[config.mk]
export PLATFORM = sky130hd
export DESIGN_NAME = uart_packet_tx
export DESIGN_NICKNAME = d
export VERILOG_FILES = /design/src/rtl/uart_packet_tx.sv
export SDC_FILE = /design/constraint.sdc
export NUM_CORES = 1
export LEC_CHECK = 0
export ABC_AREA = 0
export ABC_CLOCK_PERIOD_IN_PS = 6400
export CAP_MARGIN = 20
export CORE_ASPECT_RATIO = 0.9
export CORE_MARGIN = 5
export CORE_UTILIZATION = 60
export CTS_BUF_LIST = sky130_fd_sc_hd__clkbuf_4 sky130_fd_sc_hd__clkbuf_8 sky130_fd_sc_hd__clkbuf_16
export DETAILED_ROUTE_END_ITERATION = 12
export DONT_BUFFER_PORTS = 1
export PLACE_DENSITY = 0.76
export SLEW_MARGIN = 40
export SYNTH_ARGS = -nofsm -noshare
export SYNTH_HDL_FRONTEND = slang
export SYNTH_SLANG_ARGS = --single-unit
[constraint.sdc]
create_clock -name clk -period 6.4 [get_ports clk]
set_clock_uncertainty 0.15 [all_clocks]
set_input_delay 1.28 -clock clk [delete_from_list [all_inputs] [get_ports clk]]
set_output_delay 1.28 -clock clk [all_outputs]
set_load 0.03 [all_outputs]
[src/rtl/uart_packet_tx.sv]
// rtl/uart_packet_tx.sv - multi-byte UART packet transmitter with parity, stop bits, gap and abort
module uart_packet_tx #(
  parameter int CLKS_PER_BIT = 5208,
  parameter int MAX_BYTES    = 11,
  parameter int PARITY_EN    = 0,
  parameter int PARITY_ODD   = 0,
  parameter int STOP_BITS    = 1,
  parameter int GAP_BITS     = 0
) (
  input  logic                             clk,
  input  logic                             reset_n,
  input  logic                             i_start,
  input  logic [MAX_BYTES*8-1:0]           i_packet,
  input  logic [$clog2(MAX_BYTES+1)-1:0]   i_len,
  input  logic                             i_abort,
  output logic                             o_tx_serial,
  output logic                             o_busy,
  output logic                             o_byte_done,
  output logic                             o_pkt_done,
  output logic                             o_err
);

  localparam int LEN_W = $clog2(MAX_BYTES + 1);
  localparam int TMR_W = $clog2(CLKS_PER_BIT);
  localparam int GAP_W = $clog2(GAP_BITS + 1) + 1;

  localparam logic [TMR_W-1:0] TMR_LAST  = TMR_W'(CLKS_PER_BIT - 1);
  // Done pulses are registered, so they are armed one cycle before the final stop-bit cycle.
  localparam logic [TMR_W-1:0] TMR_PRE   = TMR_W'(CLKS_PER_BIT - 2);
  localparam logic             STOP_LAST = 1'(STOP_BITS - 1);
  localparam logic [GAP_W-1:0] GAP_LAST  = GAP_W'((GAP_BITS > 0) ? GAP_BITS - 1 : 0);
  localparam logic [LEN_W-1:0] LEN_MAX   = LEN_W'(MAX_BYTES);

  localparam logic [2:0] S_IDLE   = 3'd0;
  localparam logic [2:0] S_START  = 3'd1;
  localparam logic [2:0] S_DATA   = 3'd2;
  localparam logic [2:0] S_PARITY = 3'd3;
  localparam logic [2:0] S_STOP   = 3'd4;
  localparam logic [2:0] S_GAP    = 3'd5;

  logic [2:0]             state;
  logic [TMR_W-1:0]       timer;
  logic [2:0]             bit_idx;
  logic [LEN_W-1:0]       byte_idx;
  logic [LEN_W-1:0]       len_q;
  logic                   stop_cnt;
  logic [GAP_W-1:0]       gap_cnt;
  logic [MAX_BYTES*8-1:0] pkt_q;

  logic [7:0] cur_byte;
  logic [2:0] next_bit;
  logic       last_byte;
  logic       parity_bit;
  logic       len_ok;
  logic       end_of_frame;

  assign cur_byte     = 8'(pkt_q >> {byte_idx, 3'b000});
  assign next_bit     = bit_idx + 3'd1;
  assign last_byte    = ((byte_idx + LEN_W'(1)) == len_q);
  assign parity_bit   = (^cur_byte) ^ (PARITY_ODD != 0);
  assign len_ok       = (i_len != '0) && (i_len <= LEN_MAX);
  assign end_of_frame = (state == S_STOP) && (stop_cnt == STOP_LAST) && (timer == TMR_PRE);

  // Packet sequencer: bit timer, bit/byte indices and all registered outputs.
  always_ff @(posedge clk or negedge reset_n) begin
    if (!reset_n) begin
      state       <= S_IDLE;
      timer       <= '0;
      bit_idx     <= '0;
      byte_idx    <= '0;
      len_q       <= '0;
      stop_cnt    <= 1'b0;
      gap_cnt     <= '0;
      pkt_q       <= '0;
      o_tx_serial <= 1'b1;
      o_busy      <= 1'b0;
      o_byte_done <= 1'b0;
      o_pkt_done  <= 1'b0;
      o_err       <= 1'b0;
    end else begin
      o_byte_done <= 1'b0;
      o_pkt_done  <= 1'b0;
      o_err       <= 1'b0;
      if (state != S_IDLE && i_abort) begin
        // Abort truncates the frame and suppresses done pulses.
        state       <= S_IDLE;
        timer       <= '0;
        o_tx_serial <= 1'b1;
        o_busy      <= 1'b0;
      end else if (state == S_IDLE) begin
        if (i_start) begin
          if (len_ok) begin
            pkt_q       <= i_packet;
            len_q       <= i_len;
            byte_idx    <= '0;
            bit_idx     <= '0;
            stop_cnt    <= 1'b0;
            gap_cnt     <= '0;
            timer       <= '0;
            state       <= S_START;
            o_tx_serial <= 1'b0;
            o_busy      <= 1'b1;
          end else begin
            o_err <= 1'b1;
          end
        end
      end else if (timer != TMR_LAST) begin
        timer <= timer + TMR_W'(1);
        if (end_of_frame) begin
          o_byte_done <= 1'b1;
          o_pkt_done  <= last_byte;
        end
      end else begin
        timer <= '0;
        case (state)
          S_START: begin
            state       <= S_DATA;
            bit_idx     <= '0;
            o_tx_serial <= cur_byte[0];
          end
          S_DATA: begin
            if (bit_idx == 3'd7) begin
              if (PARITY_EN != 0) begin
                state       <= S_PARITY;
                o_tx_serial <= parity_bit;
              end else begin
                state       <= S_STOP;
                stop_cnt    <= 1'b0;
                o_tx_serial <= 1'b1;
              end
            end else begin
              bit_idx     <= next_bit;
              o_tx_serial <= cur_byte[next_bit];
            end
          end
          S_PARITY: begin
            state       <= S_STOP;
            stop_cnt    <= 1'b0;
            o_tx_serial <= 1'b1;
          end
          S_STOP: begin
            if (stop_cnt != STOP_LAST) begin
              stop_cnt <= 1'b1;
            end else if (last_byte) begin
              state       <= S_IDLE;
              o_tx_serial <= 1'b1;
              o_busy      <= 1'b0;
            end else begin
              byte_idx <= byte_idx + LEN_W'(1);
              if (GAP_BITS > 0) begin
                state       <= S_GAP;
                gap_cnt     <= '0;
                o_tx_serial <= 1'b1;
              end else begin
                state       <= S_START;
                o_tx_serial <= 1'b0;
              end
            end
          end
          S_GAP: begin
            if (gap_cnt != GAP_LAST) begin
              gap_cnt <= gap_cnt + GAP_W'(1);
            end else begin
              state       <= S_START;
              o_tx_serial <= 1'b0;
            end
          end
          default: begin
            state       <= S_IDLE;
            o_tx_serial <= 1'b1;
            o_busy      <= 1'b0;
          end
        endcase
      end
    end
  end

endmodule

Word level (Yosys, flattened, before mapping)
Cells that the tools add are included.
{"block": "word_totals", "out_inout_bits": 5, "regBits": 122, "in_bits": 96, "word_cells": 136}
{"block": "op_classes", "add_sub_neg": 4, "shift": 1, "n_reduce_logical": 21, "mux": 69, "magnitude_cmp": 2, "bitwise_logic": 2, "n_eq_ne": 24}
{"cell": "$shr 88x7->8", "n": 1}
{"cell": "$mux 13", "n": 5}
{"cell": "$mux 3", "n": 13}
{"cell": "$mux 1", "n": 38}
{"cell": "$mux 4", "n": 7}
{"cell": "$reduce_and 6->1", "n": 4}
{"cell": "$ne 3x3->1 const B", "n": 5}
{"cell": "$pmux 3 s5", "n": 1}
{"cell": "$add 13x1->13 const B", "n": 1}
{"cell": "$eq 13x13->1 const B", "n": 1}
{"cell": "$ne 13x13->1 const B", "n": 1}
{"cell": "$reduce_and 5->1", "n": 2}
{"cell": "$eq 3x3->1 const B", "n": 3}
{"cell": "$ne 4x2->1 const B", "n": 2}
{"cell": "$ne 4x4->1 const B", "n": 2}
{"cell": "$reduce_bool 4->1", "n": 2}
{"cell": "$reduce_and 7->1", "n": 1}
{"cell": "$eq 3x2->1 const B", "n": 2}
{"cell": "$ne 2x2->1 const B", "n": 3}
{"cell": "$pmux 3 s2", "n": 1}
{"cell": "$reduce_bool 3->1", "n": 2}
{"cell": "$add 4x1->4 const B", "n": 1}
{"cell": "$eq 4x4->1", "n": 1}
{"cell": "$le 4x4->1 const B", "n": 1}
{"cell": "17 further kinds", "n": 23}

Depth between registers and ports, before layout
Gate-level depths: netlist (run 1).
{"block": "depth", "depth_word": 8, "mapped_depth": 9, "mapped_depth_nobuf": 7}

Worst setup path before layout (run 1)
Ideal clock, no wire load.
{"block": "synth_path", "path_kind": "input to register", "from": "input i_len[1]", "to": "register pkt_q[71]", "setup_slack_ns": 3.515, "arrival_ns": 2.610, "stages": 6, "path_cell_list": "nor4_1 a21oi_1 nand3_1 clkbuf_1 buf_2 mux2_2"}
{"block": "synth_between", "elab_chain_cells": 3, "elab_cells_between_ends": 4}
{"item": "start, declared", "line_no": "14", "rtl": "input logic [$clog2(MAX_BYTES+1)-1:0] i_len,"}
{"item": "$le 4x4->1 / $reduce_bool 4->1 (equally long branches)", "line_no": "61", "rtl": "assign len_ok = (i_len != '0) && (i_len <= LEN_MAX);"}
{"item": "$logic_and 1x1->1 (*)", "line_no": "61"}
{"item": "$reduce_and 4->1 (no line) (*)"}
{"item": "end signal, assigned", "line_no": "93", "rtl": "pkt_q <= i_packet;"}
{"item": "end, declared", "line_no": "48", "rtl": "logic [MAX_BYTES*8-1:0] pkt_q;"}
Mark *: on every way between the ends. The rest lies on a longest branch, timed or not.
A chain may end at the register's enable or synchronous reset.

Worst setup path in the final report (run 1)
{"block": "layout_path", "from": "register byte_idx[2]", "to": "register byte_idx[3]"}
{"block": "layout_between", "elab_chain_cells": 6, "elab_cells_between_ends": 9}
{"item": "start, declared", "line_no": "44", "rtl": "logic [LEN_W-1:0] byte_idx;"}
{"item": "start signal, assigned", "line_no": "149", "rtl": "byte_idx <= byte_idx + LEN_W'(1);"}
{"item": "$add 4x1->4 (*)", "line_no": "59, 149"}
{"item": "$mux 4", "line_no": "144", "rtl": "end else if (last_byte) begin"}
{"item": "$mux 4", "line_no": "142", "rtl": "if (stop_cnt != STOP_LAST) begin"}
{"item": "$mux 4", "line_no": "115", "rtl": "case (state)"}
{"item": "$mux 4", "line_no": "107", "rtl": "end else if (timer != TMR_LAST) begin"}
{"item": "$mux 4", "line_no": "90", "rtl": "end else if (state == S_IDLE) begin"}
Mark *: on every way between the ends. The rest lies on a longest branch, timed or not. The select of a mux whose other input is x is not followed.

==> flow_metrics.tcl, run 1 <==
set metrics [dict create \
    slew_headroom_pct 48.88 \
    number_of_failing_setup_endpoints_in_the_final_timing_report 0 \
    num_io_pins 101 \
    crit_path_end_kind "register" \
    worstPathArrival_ps 2990 \
    insertion_delay_ps 520 \
    maximum_number_of_pins_on_one_net_before_global_route_repair 121 \
    half_perimeter_wire_length_after_detailed_placement_mm 8.256 \
    floorplan.die_area_mm2 0.01187 \
    power_per_cell_area_mw_per_mm2 518.5 \
    areaGrowthSynthToFinish_pct 10.31 \
    place_congestion 0.8297 \
    dieHeight_um 103.9 \
    post_synth_instance_area_mm2 0.005874 \
    first_iter_violations 230 \
    post-route-period-util_pct 42.41 \
    yosys_register_bits 120 \
    synthArstFlopShare_pct 100.0 \
    rsz0062_at_grt "no" \
    floorplan.die.width_um 114.3 \
    final_core_util_pct 67.40 \
    netlist.top_cell.by_area "sky130_fd_sc_hd__dfrtp_1" \
    postSynthAreaPerCell_um2 13.05 \
    cts_inserted_buffers 17 \
    grt_util_met1_pct 29.21 \
    detailroute.via_count 3594 \
    fillers 717 \
    io_buffers 0 \
    critPathRequiredTime_ps 6670 \
    finalCriticalPeriod_ps 2714 \
    number_of_warnings_reported_in_the_yosys_synthesis_log 0 \
    nNetsFinal 545 \
    globalRouteOverflowTotal 0 \
    globalRouteTotalUtil_pct 22.31 \
    synth_area_leaders "sky130_fd_sc_hd__dfrtp_1 (51%), sky130_fd_sc_hd__mux2_2 (16%), sky130_fd_sc_hd__mux4_2 (7.3%)" \
    setup_tns_ps 0 \
    detail_route.vias_per_cell 6.154 \
    synth_fp_nets 551 \
    post_layout_instance_area_mm2 0.006480 \
    cts.hold.buffers_added 0 \
    top_usage_layer "met2" \
    first_pass_grt_wire_length_mm 20.58 \
    clock_net_sink_count 120 \
    timing.setup.critical_path_class "register to register" \
    yosys_most_used_dff "sky130_fd_sc_hd__dfrtp_1" \
    leakagePower_nw 2.694 \
    tritoncts "built" \
    synth_edf_count 0 \
    yosysUniqueCellTypes 60 \
    cts_resized 0 \
    cts-root-buf "sky130_fd_sc_hd__clkbuf_8" \
    clk_transition_reported_paths_ps 60 \
    reg2regPathDepth 6 \
    synth_commonest_cells "sky130_fd_sc_hd__dfrtp_1 (119), sky130_fd_sc_hd__mux2_2 (82), sky130_fd_sc_hd__o21ai_0 (26)" \
    fmaxAchievable_mhz 368.5 \
    worst_pin_slew_ps 766.8 \
    drcViolationCount 0 \
    syn_inst 450 \
    wl_mm 12.22 \
    grt_util_met3_pct 9.424 \
    vdd_drop_max_v 0.0003013 \
    drv_slew 0 \
    average_detailed_routed_wire_length_per_instance_um 20.92 \
    max_buffers_root_to_sink 2 \
    synthDominantCellAreaShare_pct 50.69 \
    drive_gt1_share_pct 33.48 \
    cp-start-kind "register" \
    grt_use_met2_pct 34.24 \
    drt.antenna.violating_nets 0 \
    rows 34 \
    top_count_cell_post_synth "sky130_fd_sc_hd__dfrtp_1" \
    status "completed" \
    synth.yosys.seq_area_share_pct 51.14 \
    drv_cap 0 \
    initial_utilization_pct 61.10 \
    first_pass_iters 4 \
    cell_area_after_placement_mm2 0.005903 \
    postCtsSetupBuffers 0 \
    crit_path_max_fanout 20 \
    hold_path_class "input port to async pin" \
    core_area_mm2 0.009614 \
    grt_pass1_vias 3869 \
    hold_viol 0 \
    grt_antenna_before_repair 2 \
    cts-htree-levels 4 \
]
## worst max-delay path, cell delays in order, from the launching register on
cell	delay, ps
sky130_fd_sc_hd__dfrtp_1	800
sky130_fd_sc_hd__nand3_2	220
sky130_fd_sc_hd__xnor2_1	430
sky130_fd_sc_hd__o211ai_2	140
sky130_fd_sc_hd__a2111o_1	520
sky130_fd_sc_hd__nand2b_4	190
sky130_fd_sc_hd__o31ai_2	170
## stage by stage
step | power (W) | std cells | setup slack, ps | hold slack, ps
after global routing | 0.003566 | 584 | 3507 | 288.7
after CTS | 0.003376 | 582 | 3279 | 286.2
after global placement | 0.002426 | 550 | 2826 | 318.7
after floorplan | 0.002257 | 450 | 3515 | 308.5
after detailed placement | 0.002496 | 550 | 2741 | 327.5
final | 0.003360 | 584 | 3686 | 308.1
## per-layer routing
metal	part of all wire (%)	vias up
met5	0.090	-
met4	1.0	2
met3	6.7	13
met2	49	92
met1	43	1832
li1	-	1655
## cell usage in the layout, fill, tap and decap left out, drive strengths merged, types with 5 or more instances in the layout
master / n
nor3: 5
o21ai: 30
o31ai: 6
nand3: 13
mux2: 97
mux4: 19
a31oi: 6
inv: 10
a21oi: 8
mux2i: 7
ha: 5
nor2: 17
clkinv: 8
nand2: 23
dfrtp: 119
clkbuf: 20
## cells by family (layout without fill, tap and decap cells)
family / Yosys count / in the layout / synth area share (%)
AO/OA/AOI/OAI: 66 / 66 / 7.285
multiplexers: 123 / 123 / 27.07
flip-flops: 120 / 120 / 51.14
adder cells (fa/ha/maj): 5 / 5 / 1.065
buffers and inverters: 39 / 46 / 3.536
AND/OR/NAND/NOR: 92 / 92 / 8.903
other: 0 / 1 / 0
XOR/XNOR: 5 / 5 / 1.001
## path summary, 6_finish.rpt
check                            startpoint  slack (ps)     endpoint
worst max-delay path            byte_idx[2]        3690  byte_idx[3]
worst min-delay path                reset_n         310    pkt_q[70]
worst max register to register  byte_idx[2]        3690  byte_idx[3]
worst min register to register    pkt_q[74]         340    pkt_q[74]
max in group asynchronous           reset_n        5550  o_tx_serial
min in group clk                  pkt_q[74]         340    pkt_q[74]
## where the power goes
group,internal (W),total (W),switching [W]
logic,0.000650,0.00115,0.000504
registers,0.00110,0.00134,0.000238
clock network,0.000530,0.000871,0.000340
total,0.00228,0.00336,0.00108
## area by class of cell
class	count	area [µm²]	area share [%]
flip-flops and latches	120	3004	46.36
multi-input cells	291	2689	41.49
clock buffers	20	442.9	6.835
well taps	126	157.7	2.433
clock inverters	12	103.9	1.603
repair buffers	4	42.54	0.6565
inverters	10	37.54	0.5793
diodes	1	2.502	0.03862
## sequential cells by signal, indices dropped and copies added, names as in the netlist
name	cells
o_busy	1
bit_idx	3
timer	13
o_tx_serial	1
state	3
len_q	4
o_err	1
byte_idx	4
pkt_q	88
o_byte_done	1
o_pkt_done	1
Power figures use the tool's default switching activity.
==> inputs of run 2 (changes only) <==
--- a/config.mk
+++ b/config.mk
@@ -6,15 +6,15 @@
 export NUM_CORES = 1
 export LEC_CHECK = 0
 export ABC_AREA = 0
-export ABC_CLOCK_PERIOD_IN_PS = 6400
+export ABC_CLOCK_PERIOD_IN_PS = 2400
 export CAP_MARGIN = 20
 export CORE_ASPECT_RATIO = 0.9
 export CORE_MARGIN = 5
-export CORE_UTILIZATION = 60
+export CORE_UTILIZATION = 57
 export CTS_BUF_LIST = sky130_fd_sc_hd__clkbuf_4 sky130_fd_sc_hd__clkbuf_8 sky130_fd_sc_hd__clkbuf_16
 export DETAILED_ROUTE_END_ITERATION = 12
 export DONT_BUFFER_PORTS = 1
-export PLACE_DENSITY = 0.76
+export PLACE_DENSITY = 0.75
 export SLEW_MARGIN = 40
 export SYNTH_ARGS = -nofsm -noshare
 export SYNTH_HDL_FRONTEND = slang
==> constraint.sdc (replaced) <==
create_clock -name clk -period 2.4 [get_ports clk]
set_clock_uncertainty 0.15 [all_clocks]
set_input_delay 0.48 -clock clk [delete_from_list [all_inputs] [get_ports clk]]
set_output_delay 0.48 -clock clk [all_outputs]
set_load 0.03 [all_outputs]
==> flow_metrics.tcl, run 2 (synthesis results as in run 1) <==
set metrics [dict create \
    first_pass_grt_wire_length_mm 20.27 \
    average_detailed_routed_wire_length_per_instance_um 20.05 \
    hold_path_class "input port to async pin" \
    placed_cells_incl_taps 572 \
    hold_ws_ps -385.7 \
    cp-start-kind "register" \
    nNetsFinal 563 \
    detail_route.vias_per_cell 5.983 \
    floorplan.die.width_um 117.0 \
    postCtsSetupBuffers 0 \
    drcViolationCount 0 \
    cts_inserted_buffers 17 \
    grt_antenna_before_repair 4 \
    floorplan.die_area_mm2 0.01244 \
    half_perimeter_wire_length_after_detailed_placement_mm 8.776 \
    reg.largest.list "pkt_q (88), timer (13)" \
    finalCriticalPeriod_ps 2295 \
    timing.setup.critical_path_class "register to register" \
    largest_register_by_flop_count "pkt_q" \
    worst_pin_slew_ps 461.5 \
    drt.antenna.violating_nets 0 \
    slew_headroom_pct 69.07 \
    max_buffers_root_to_sink 2 \
    setup_tns_ps 0 \
    globalRouteTotalUtil_pct 21.21 \
    insertion_delay_ps 420 \
    drv_slew 0 \
    crit_path_max_fanout 7 \
    cts-htree-levels 4 \
    maximum_number_of_pins_on_one_net_before_global_route_repair 121 \
    crit_path_end_kind "register" \
    worstPathArrival_ps 2470 \
    clock_net_sink_count 120 \
    path_cells "ha_2 -> xnor3_2 -> nand3_2 -> o211ai_2 -> a2111o_1 -> nand2b_4 -> o31ai_2" \
    detailroute.via_count 3626 \
    io_buffers 0 \
    vdd_drop_max_v 0.0008683 \
    rows 35 \
    worst_path_max_delay_cell "sky130_fd_sc_hd__dfrtp_2" \
    areaGrowthSynthToFinish_pct 13.95 \
    dieHeight_um 106.3 \
    tritoncts "built" \
    num_io_pins 101 \
    power_per_cell_area_mw_per_mm2 1403 \
    leakagePower_nw 2.804 \
    clk_transition_reported_paths_ps 60 \
    postLayoutSetupSlackWorst_ps 104.8 \
    pre_cts_slack_ps 16.22 \
    status "complete, but fails checks" \
    wl_mm 12.15 \
    timing.critical_path.slowest_cell_delay_ps 460 \
    critPathRequiredTime_ps 2570 \
    number_of_failing_setup_endpoints_in_the_final_timing_report 0 \
    fmaxAchievable_mhz 435.7 \
    hold_viol 120 \
    leading_cell_types_in_the_layout_fill_and_taps_excluded "sky130_fd_sc_hd__dfrtp_1 (118), sky130_fd_sc_hd__mux2_2 (82), sky130_fd_sc_hd__o21ai_0 (25)" \
    layout_commonest_cell "sky130_fd_sc_hd__dfrtp_1" \
    initial_utilization_pct 57.82 \
    fillers 747 \
    cpLargestDelayFamily "compound AO/OA/AOI/OAI gates" \
    grt_pass1_vias 3955 \
    violations "hold timing" \
    largest_register_ff_count 88 \
    place_congestion 0.8618 \
    rsz0062_at_grt "yes" \
    drv_cap 0 \
    fin_cells 606 \
    post-route-period-util_pct 95.63 \
    drive_gt1_share_pct 36.42 \
    globalRouteOverflowTotal 0 \
    first_iter_violations 182 \
    cts-root-buf "sky130_fd_sc_hd__clkbuf_16" \
    core_area_mm2 0.01016 \
    first_pass_iters 4 \
    critPathBufInv 0 \
]
-- run 2: metrics by stage --
step                power (W)  util [%]  hold slack (ps)  area [µm²]
finish               0.009389     65.89           -385.7        6694
CTS                  0.009435     65.71           -399.1        6676
detailed placement   0.006820     59.73            39.59        6068
global route         0.009948     65.89           -405.3        6694
floorplan            0.006019         -            34.41        5874
global placement     0.006654     59.73            40.00        6068
-- run 2: path summary, 6_finish.rpt --
| check | startpoint | end | slack [ps] | cells after the start |
|---|---|---|---|---|
| max | byte_idx[1] | byte_idx[3] | 100 | 7 |
| min | reset_n | timer[8] | -390 | 0 |
| max reg2reg | byte_idx[1] | byte_idx[3] | 100 | 7 |
| min reg2reg | pkt_q[65] | pkt_q[65] | 340 | 1 |
| max in group asynchronous | reset_n | o_tx_serial | 2210 | 0 |
| min in group clk | i_packet[60] | pkt_q[60] | 40 | 1 |
-- run 2: repair_timing --
action / in CTS / in global routing
cloned: 0 / 0
gates resized for setup: 2 / 4
setup endpoints to repair: 1 / 5
hold endpoints to repair: 120 / 120
pin swaps: 0 / 1
-- run 2: cell type report --
class	instances	area (µm²)	share of cell area [%]
antenna	2	5.005	0.07477
clock buffer	17	425.4	6.355
clock inverter	15	177.7	2.654
inverter	10	37.54	0.5607
multi-input combinational	291	2684	40.09
sequential	120	3005	44.90
tap	129	161.4	2.411
timing repair buffer	22	197.7	2.953
-- run 2: where the power goes --
part	switching, W	internal, W
registers	0.000586	0.00293
logic	0.00142	0.00188
clock network	0.000942	0.00163
-- run 2: routing by layer --
| metal | global-route usage, % | vias to the layer above | part of all wire (%) |
|---|---|---|---|
| li1 | - | 1689 | - |
| met1 | 27.61 | 1807 | 42 |
| met2 | 31.40 | 110 | 48 |
| met3 | 9.676 | 18 | 8.4 |
| met4 | 7.453 | 2 | 2.2 |
| met5 | 0 | - | 0.058 |
==> inputs of run 3 (changes only) <==
--- a/config.mk
+++ b/config.mk
@@ -6,15 +6,15 @@
 export NUM_CORES = 1
 export LEC_CHECK = 0
 export ABC_AREA = 0
-export ABC_CLOCK_PERIOD_IN_PS = 2400
+export ABC_CLOCK_PERIOD_IN_PS = 2750
 export CAP_MARGIN = 20
 export CORE_ASPECT_RATIO = 0.9
 export CORE_MARGIN = 5
-export CORE_UTILIZATION = 57
+export CORE_UTILIZATION = 60
 export CTS_BUF_LIST = sky130_fd_sc_hd__clkbuf_4 sky130_fd_sc_hd__clkbuf_8 sky130_fd_sc_hd__clkbuf_16
 export DETAILED_ROUTE_END_ITERATION = 12
 export DONT_BUFFER_PORTS = 1
-export PLACE_DENSITY = 0.75
+export PLACE_DENSITY = 0.76
 export SLEW_MARGIN = 40
 export SYNTH_ARGS = -nofsm -noshare
 export SYNTH_HDL_FRONTEND = slang
==> constraint.sdc (replaced) <==
create_clock -name clk -period 2.75 [get_ports clk]
set_clock_uncertainty 0.15 [all_clocks]
set_input_delay 0.55 -clock clk [delete_from_list [all_inputs] [get_ports clk]]
set_output_delay 0.55 -clock clk [all_outputs]
set_load 0.03 [all_outputs]
==> flow_metrics.tcl, run 3 (synthesis results as in run 1) <==
set metrics [dict create \
    grt_antenna_before_repair 2 \
    status "complete, but fails checks" \
    globalRouteTotalUtil_pct 22.40 \
    maximum_number_of_pins_on_one_net_before_global_route_repair 121 \
    path_cells "ha_1 -> xnor3_2 -> nand3_2 -> o211ai_2 -> a2111o_1 -> nand2b_4 -> o31ai_2" \
    power_per_cell_area_mw_per_mm2 1203 \
    amount_of_wire_on_met3_after_detailed_routing_mm 1.062 \
    worst_pin_slew_ps 587.4 \
    areaGrowthSynthToFinish_pct 12.57 \
    layout_commonest_cell "sky130_fd_sc_hd__dfrtp_1" \
    rr_startpoint "byte_idx[1]" \
    final_core_util_pct 68.78 \
    fmaxAchievable_mhz 407.9 \
    average_detailed_routed_wire_length_per_instance_um 20.47 \
    violations "hold timing" \
    half_perimeter_wire_length_after_detailed_placement_mm 8.657 \
    core_area_mm2 0.009614 \
    combined_area_of_the_multi_input_logic_cells_mm2 0.002675 \
    clk_transition_reported_paths_ps 60 \
    slew_headroom_pct 60.84 \
    worst-r2r-setup-slack_ps 300 \
    cts.hold.buffers_added 3 \
    drv_cap 0 \
    worst_path_max_delay_cell "sky130_fd_sc_hd__dfrtp_1" \
    leading_cell_types_in_the_layout_fill_and_taps_excluded "sky130_fd_sc_hd__dfrtp_1 (119), sky130_fd_sc_hd__mux2_2 (82), sky130_fd_sc_hd__o21ai_0 (26)" \
    drv_slew 0 \
    cts_resized 0 \
    critPathRequiredTime_ps 3030 \
    routed-wl-met2_mm 5.961 \
    largest_register_by_flop_count "pkt_q" \
    insertion_delay_ps 520 \
    cts_inserted_buffers 17 \
    path_depth 7 \
    grt_pass1_vias 4014 \
    drcViolationCount 0 \
    hold_ws_ps -428.2 \
    crit_start "byte_idx[1]" \
    register_area_mm2 0.003004 \
    hold_path_class "input port to async pin" \
    critPathBufInv 0 \
    rsz0062_at_grt "no" \
    hold_viol 120 \
    drive_gt1_share_pct 34.67 \
    place_congestion 0.8314 \
    detailroute.via_count 3627 \
    detail_route.vias_per_cell 6.045 \
    finalCriticalPeriod_ps 2452 \
    setup_tns_ps 0 \
    drt.antenna.violating_nets 0 \
    wirelength_met1_mm 5.107 \
    leakagePower_nw 2.762 \
    cpLargestDelayFamily "compound AO/OA/AOI/OAI gates" \
    worstPathArrival_ps 2730 \
    highest_signal_layer_in_the_routed_design "met5" \
    first_pass_grt_wire_length_mm 20.73 \
    timing.setup.critical_path_class "register to register" \
    rows 34 \
    cp-start-kind "register" \
    wl_mm 12.28 \
    largest_register_ff_count 88 \
    tritoncts "built" \
    crit_path_max_fanout 7 \
    max_buffers_root_to_sink 2 \
    floorplan.die_area_mm2 0.01187 \
    fillers 688 \
    dieHeight_um 103.9 \
    reg2regPathDepth 7 \
    number_of_failing_setup_endpoints_in_the_final_timing_report 0 \
    worst_setup_path_endpoint "byte_idx[3]" \
    initial_utilization_pct 61.10 \
    clock_net_sink_count 120 \
    worst_r2r_dst "byte_idx[3]" \
    post-route-period-util_pct 89.15 \
    globalRouteOverflowTotal 0 \
    first_iter_violations 273 \
    nNetsFinal 561 \
    num_io_pins 101 \
    cts-htree-levels 4 \
    reg.largest.list "pkt_q (88), timer (13)" \
    first_pass_iters 4 \
    io_buffers 0 \
    crit_path_end_kind "register" \
    cts-root-buf "sky130_fd_sc_hd__clkbuf_8" \
    postCtsSetupBuffers 0 \
    timing.critical_path.slowest_cell_delay_ps 530 \
    floorplan.die.width_um 114.3 \
    vdd_drop_max_v 0.0006249 \
]
[run 3: where the power goes]
part	internal, W	switching (W)	total [W]
clock network	0.00121	0.000833	0.00204
registers	0.00255	0.000520	0.00307
logic	0.00160	0.00124	0.00284
total	0.00536	0.00259	0.00796
[run 3: worst min-delay path by stage]
stage / from / endpoint / slack (ps)
final: reset_n / pkt_q[79] / -430
after global routing: reset_n / pkt_q[79] / -450
after CTS: reset_n / pkt_q[79] / -440
after detailed placement: reset_n / pkt_q[79] / 110
after global placement: reset_n / pkt_q[79] / 110
after floorplan: reset_n / bit_idx[0] / 100
[run 3: cell type report]
| cell class | instances | area share [%] |
|---|---|---|
| antenna | 1 | 0.03784 |
| sequential | 120 | 45.43 |
| inverter | 10 | 0.5676 |
| clock inverter | 14 | 1.911 |
| multi-input combinational | 291 | 40.45 |
| timing repair buffer | 20 | 2.838 |
| tap | 126 | 2.384 |
| clock buffer | 18 | 6.377 |
[run 3: through the flow]
| stage | std cells | worst slack, ps | hold WS, ps | total power, W | area, µm² |
|---|---|---|---|---|---|
| final | 600 | 298.3 | -428.2 | 0.007958 | 6613 |
| after CTS | 597 | 282.6 | -442.3 | 0.007995 | 6590 |
| after floorplan | 450 | 576.7 | 104.4 | 0.005253 | 5874 |
| after detailed placement | 562 | 315.8 | 108.2 | 0.005933 | 6012 |
| after global placement | 562 | 380.7 | 109.1 | 0.005787 | 6012 |
| after global routing | 600 | 66.73 | -450.7 | 0.008430 | 6613 |
[run 3: routing by layer]
layer	up-vias	GRT usage [%]
li1	1680	-
met1	1807	29.29
met2	124	34.36
met3	14	9.075
met4	2	6.955
met5	-	0
[run 3: worst reg2reg max path: cells and delay by family (launching register included)]
family                   cells  cell delay [ps]
AO/OA/AOI/OAI                3              750
flip-flops                   1              530
XOR/XNOR                     1              340
AND/OR/NAND/NOR              2              310
adder cells (fa/ha/maj)      1              280
